File: src/rtl/spi_host_driver.sv
// SPI mode-0 host: one NBITS word per cs-low window, MSB first, full duplex.
// Word to send arrives on recv_*, word captured from miso leaves on send_*.
module spi_host_driver #(
  parameter int unsigned NBITS   = 8,
  parameter int unsigned CLK_DIV = 4
) (
  input  logic             clk,
  input  logic             reset,
  input  logic [NBITS-1:0] recv_msg,
  input  logic             recv_val,
  output logic             recv_rdy,
  output logic [NBITS-1:0] send_msg,
  output logic             send_val,
  input  logic             send_rdy,
  output logic             cs,
  output logic             sclk,
  output logic             mosi,
  input  logic             miso,
  output logic             busy
);

  localparam int unsigned HW = $clog2(CLK_DIV);
  localparam int unsigned BW = $clog2(NBITS);
  localparam logic [HW-1:0] HLAST = HW'(CLK_DIV - 1);
  localparam logic [BW-1:0] BLAST = BW'(NBITS - 1);

  typedef enum logic [2:0] {IDLE, SETUP, HIGH, LOW, HOLD, GAP, RESP} state_t;

  state_t           state, state_n;
  logic [HW-1:0]    hcnt, hcnt_n;
  logic [BW-1:0]    bit_cnt, bit_cnt_n;
  logic [NBITS-1:0] tx_sr, tx_sr_n, tx_sh;
  logic [NBITS-1:0] rx_sr, rx_sr_n;
  logic [NBITS-1:0] send_msg_n;
  logic             send_val_n, recv_rdy_n, cs_n, sclk_n, mosi_n, busy_n;
  logic             phase_end;

  always_ff @(posedge clk or posedge reset) begin
    if (reset) begin
      state    <= IDLE;
      hcnt     <= '0;
      bit_cnt  <= '0;
      tx_sr    <= '0;
      rx_sr    <= '0;
      send_msg <= '0;
      send_val <= 1'b0;
      recv_rdy <= 1'b1;
      cs       <= 1'b1;
      sclk     <= 1'b0;
      mosi     <= 1'b0;
      busy     <= 1'b0;
    end else begin
      state    <= state_n;
      hcnt     <= hcnt_n;
      bit_cnt  <= bit_cnt_n;
      tx_sr    <= tx_sr_n;
      rx_sr    <= rx_sr_n;
      send_msg <= send_msg_n;
      send_val <= send_val_n;
      recv_rdy <= recv_rdy_n;
      cs       <= cs_n;
      sclk     <= sclk_n;
      mosi     <= mosi_n;
      busy     <= busy_n;
    end
  end

  always_comb begin
    state_n    = state;
    hcnt_n     = '0;
    bit_cnt_n  = bit_cnt;
    tx_sr_n    = tx_sr;
    rx_sr_n    = rx_sr;
    send_msg_n = send_msg;
    send_val_n = send_val;
    recv_rdy_n = recv_rdy;
    cs_n       = cs;
    sclk_n     = sclk;
    mosi_n     = mosi;
    phase_end  = (hcnt == HLAST);
    tx_sh      = tx_sr << 1;

    // Every timed state lasts exactly CLK_DIV cycles; IDLE and RESP hold the counter at zero.
    if (state != IDLE && state != RESP)
      hcnt_n = phase_end ? '0 : hcnt + 1'b1;

    case (state)
      IDLE: begin
        if (recv_val && recv_rdy) begin
          tx_sr_n    = recv_msg;
          bit_cnt_n  = '0;
          cs_n       = 1'b0;
          mosi_n     = recv_msg[NBITS-1];
          recv_rdy_n = 1'b0;
          state_n    = SETUP;
        end
      end
      SETUP, LOW: begin
        if (phase_end) begin
          sclk_n  = 1'b1;
          rx_sr_n = {rx_sr[NBITS-2:0], miso};
          state_n = HIGH;
        end
      end
      HIGH: begin
        if (phase_end) begin
          sclk_n = 1'b0;
          if (bit_cnt == BLAST) begin
            state_n = HOLD;
          end else begin
            mosi_n    = tx_sh[NBITS-1];
            tx_sr_n   = tx_sh;
            bit_cnt_n = bit_cnt + 1'b1;
            state_n   = LOW;
          end
        end
      end
      HOLD: begin
        if (phase_end) begin
          cs_n    = 1'b1;
          state_n = GAP;
        end
      end
      GAP: begin
        if (phase_end) begin
          send_msg_n = rx_sr;
          send_val_n = 1'b1;
          state_n    = RESP;
        end
      end
      RESP: begin
        if (send_val && send_rdy) begin
          send_val_n = 1'b0;
          recv_rdy_n = 1'b1;
          state_n    = IDLE;
        end
      end
      default: state_n = IDLE;
    endcase

    busy_n = (state_n != IDLE);
  end

endmodule

File: config.mk
export PLATFORM = sky130hd
export DESIGN_NAME = spi_host_driver
export DESIGN_NICKNAME = d
export VERILOG_FILES = /design/src/rtl/spi_host_driver.sv
export SDC_FILE = /design/constraint.sdc
export NUM_CORES = 1
export LEC_CHECK = 0
export ABC_AREA = 1
export BUFFER_PORTS_ARGS = -buffer_cell sky130_fd_sc_hd__buf_2
export CAP_MARGIN = 10
export CORE_MARGIN = 2
export CORE_UTILIZATION = 56
export DETAILED_ROUTE_END_ITERATION = 16
export PLACE_DENSITY = 0.76
export SYNTH_ARGS = -nofsm -noshare
export SYNTH_HDL_FRONTEND = slang
export SYNTH_SLANG_ARGS = --single-unit
File: constraint.sdc
create_clock -name clk -period 2.05 [get_ports clk]
set_clock_uncertainty 0.2 [all_clocks]
set_input_delay 0.615 -clock clk [delete_from_list [all_inputs] [get_ports clk]]
set_output_delay 0.615 -clock clk [all_outputs]
set_load 0.02 [all_outputs]
==> results_dict.tcl <==
set metrics [dict create \
    status "finished, final reports clean" \
    multi_input_area_sq_um 718 \
    finalSetupViolCount 0 \
    grt_pass1_vias 1325 \
    htreeDepth 2 \
    grt_max_degree 38 \
    gp_congestion 0.804 \
    dpl_cell_area_sq_um 1940 \
    r2r-start "bit_cnt[0]$_DFFE_PP0P_" \
    path_clk_slew_ns 0.12 \
    drt-met1-wl_um 1400 \
    crit_family "flip-flops" \
    fin_crit_ns 1.88 \
    worst_slew_pin_slew_ns 0.443 \
    rsz0062_at_grt "false" \
    wire_per_inst_um 11.8 \
    drtIter0Drc 91 \
    hp-class "input port to async pin" \
    peakVddDrop_mv 0.412 \
    startpoint_type "register" \
    dp_hpwl_um 2330 \
    row_count 20 \
    cpPeakStageDelay_ns 0.56 \
    core_area_sq_um 3050 \
    ioPinCount 27 \
    finalInstanceArea_sq_um 2000 \
    gr-total-overflow 0 \
    io_buffers 26 \
    path_cells "buf_2" \
    cts.sinks 37 \
    synth_cell_type_count 26 \
    nNetsFinal 244 \
    p_per_area_nw_per_um2 574 \
    drc 0 \
    dieArea_sq_um 3690 \
    initial_utilization 0.591 \
    period_share 0.918 \
    tns_ns 0 \
    root_buffer "clkbuf_4" \
    holdBufCountCts 0 \
    dr.pass1.iters 4 \
    area_growth_pct 10.7 \
    critical_path_class "register to primary output" \
    path_max_fanout 3 \
    layout_commonest_cell "nand2_1" \
    syn-num-nets 216 \
    cts_tree "yes" \
    synth.cell_area_sq_um 1810 \
    post_cts_buffers 0 \
    regToRegSetupSlack_ns 0.30 \
    clock_latency_ns 0.35 \
    fmax_ghz 0.531 \
    cp_slowest_cell "dfstp_2" \
    num_vias 1341 \
    maxSlewViolCount 0 \
    endpoint_kind "primary output" \
    maxCapViolations 0 \
    whs_ns 0.143 \
    wl_met3_um 195 \
    drive_gt1_frac 0.303 \
    grt_usage 0.216 \
    reg2regPathDepth 9 \
    antenna_found_initial 0 \
    die_h_um 60.8 \
    drt-total-wl_um 3220 \
    clockBufferDepth 2 \
    ant_nets 0 \
    numCtsBuffers 5 \
    grt_first_pass_wirelength_um 5840 \
    avgSynthCellArea_sq_um 9.07 \
    vias_per_cell 4.93 \
    arrival_ns 1.07 \
    most-common-layout-cells "nand2_1, dfrtp_1, inv_1, buf_2, o21ai_2" \
    ys_warn_count 0 \
    path_buf_inv 1 \
    hold_viol 0 \
    num_antenna_cells 0 \
    top_layer_used "met4" \
    netlist_instances 199 \
    final-seq-area_sq_um 928 \
    relSlewSlack 0.705 \
    timing.rr.end "tx_sr[3]$_DFFE_PP0P_" \
    yosysSeqAreaShare 0.514 \
    leakagePower_nw 1.07 \
    critPathRequiredTime_ns 1.23 \
    met2_wirelength_um 1550 \
    num-fill-cells 286 \
    die_x_um 60.8 \
    cts_resized 0 \
    power_mw 1.15 \
    ys_seq_elements 37 \
]
-- flip-flops by register name (all words and copies together), names as in the netlist --
register and flops:
bit_cnt 3, busy 1, cs 1, hcnt 2, mosi 1, recv_rdy 1, rx_sr 8, sclk 1
send_msg 8, send_val 1, state 3, tx_sr 7
-- per-stage QoR --
stage / std cells / util / worst slack (ns)
4_1_cts: 272 / 0.655 / 0.163
6_report: 272 / 0.655 / 0.168
2_1_floorplan: 199 / - / 0.406
3_5_place_dp: 264 / 0.637 / 0.316
5_1_grt: 272 / 0.655 / 0.139
3_3_place_gp: 264 / 0.637 / 0.400
-- metal layers --
metal | vias up | GRT usage
met4 | 0 | 0.115
met3 | 8 | 0.0448
li1 | 681 | -
met5 | - | 0
met1 | 606 | 0.272
met2 | 46 | 0.349
-- Yosys cell counts --
library cell	n	area (sq um)
nand2_1	55	206
dfrtp_1	35	876
inv_1	26	97.6
o21ai_2	14	123
nand3_1	10	50.1
o21ai_1	9	45.0
o21ai_0	8	40.0
nor2_1	7	26.3
nand2_2	6	37.5
ha_1	4	50.1
a21oi_1	3	15.0
buf_2	3	15.0
dfstp_2	2	52.6
inv_2	2	7.51
nand3_2	2	20.0
nor2_2	2	12.5
nor2_4	2	22.5
buf_12	1	20.0
buf_4	1	7.51
buf_6	1	11.3
nand2_4	1	11.3
nand2_8	1	20.0
nand3_4	1	17.5
nand4_1	1	6.26
nor3_1	1	5.00
nor3_2	1	10.0
-- power by group --
part | internal, mW | switching (mW) | leakage, nW
clock | 0.129 | 0.253 | 0.0310
sequential | 0.731 | 0.000236 | 0.466
combinational | 0.0128 | 0.0209 | 0.574
-- worst register-to-register path: stages, from the launching register on --
cell,delay (ns)
dfrtp_1,0.43
ha_1,0.22
ha_1,0.19
inv_1,0.06
nand2_1,0.08
o21ai_2,0.10
nand2_4,0.12
nand2_8,0.14
nand2_1,0.09
o21ai_2,0.06
-- logic make-up (layout without fill, tap and decap cells) --
logic type / count (synthesis) / count (layout) / synth area share
AOI/OAI and AO/OA: 34 / 34 / 0.123
DFF: 37 / 37 / 0.514
buffers and inverters: 34 / 63 / 0.0880
adders and majority gates: 4 / 4 / 0.0277
and+or+nand+nor: 90 / 90 / 0.247
-- worst max-delay path by stage --
stage	startpoint	to	slack, ns	cells past startpoint
2_1_floorplan	reset	bit_cnt[0]$_DFFE_PP0P_	0.41	1
3_3_place_gp	state[2]$_DFF_PP0_	send_msg[5]$_DFFE_PP0P_	0.40	5
3_5_place_dp	bit_cnt[0]$_DFFE_PP0P_	tx_sr[3]$_DFFE_PP0P_	0.32	9
4_1_cts	recv_rdy$_DFFE_PP1P_	recv_rdy	0.16	1
5_1_grt	recv_rdy$_DFFE_PP1P_	recv_rdy	0.14	1
6_report	recv_rdy$_DFFE_PP1P_	recv_rdy	0.17	1
-- area by class of cell --
class                      count  share of cell area
clock buffer                   5              0.0188
clock inverter                 3             0.00876
inverter                      28              0.0526
multi-input combinational    128               0.359
sequential                    37               0.464
tap                           44              0.0275
timing repair buffer          27              0.0688
Power figures use the tool's default switching activity.
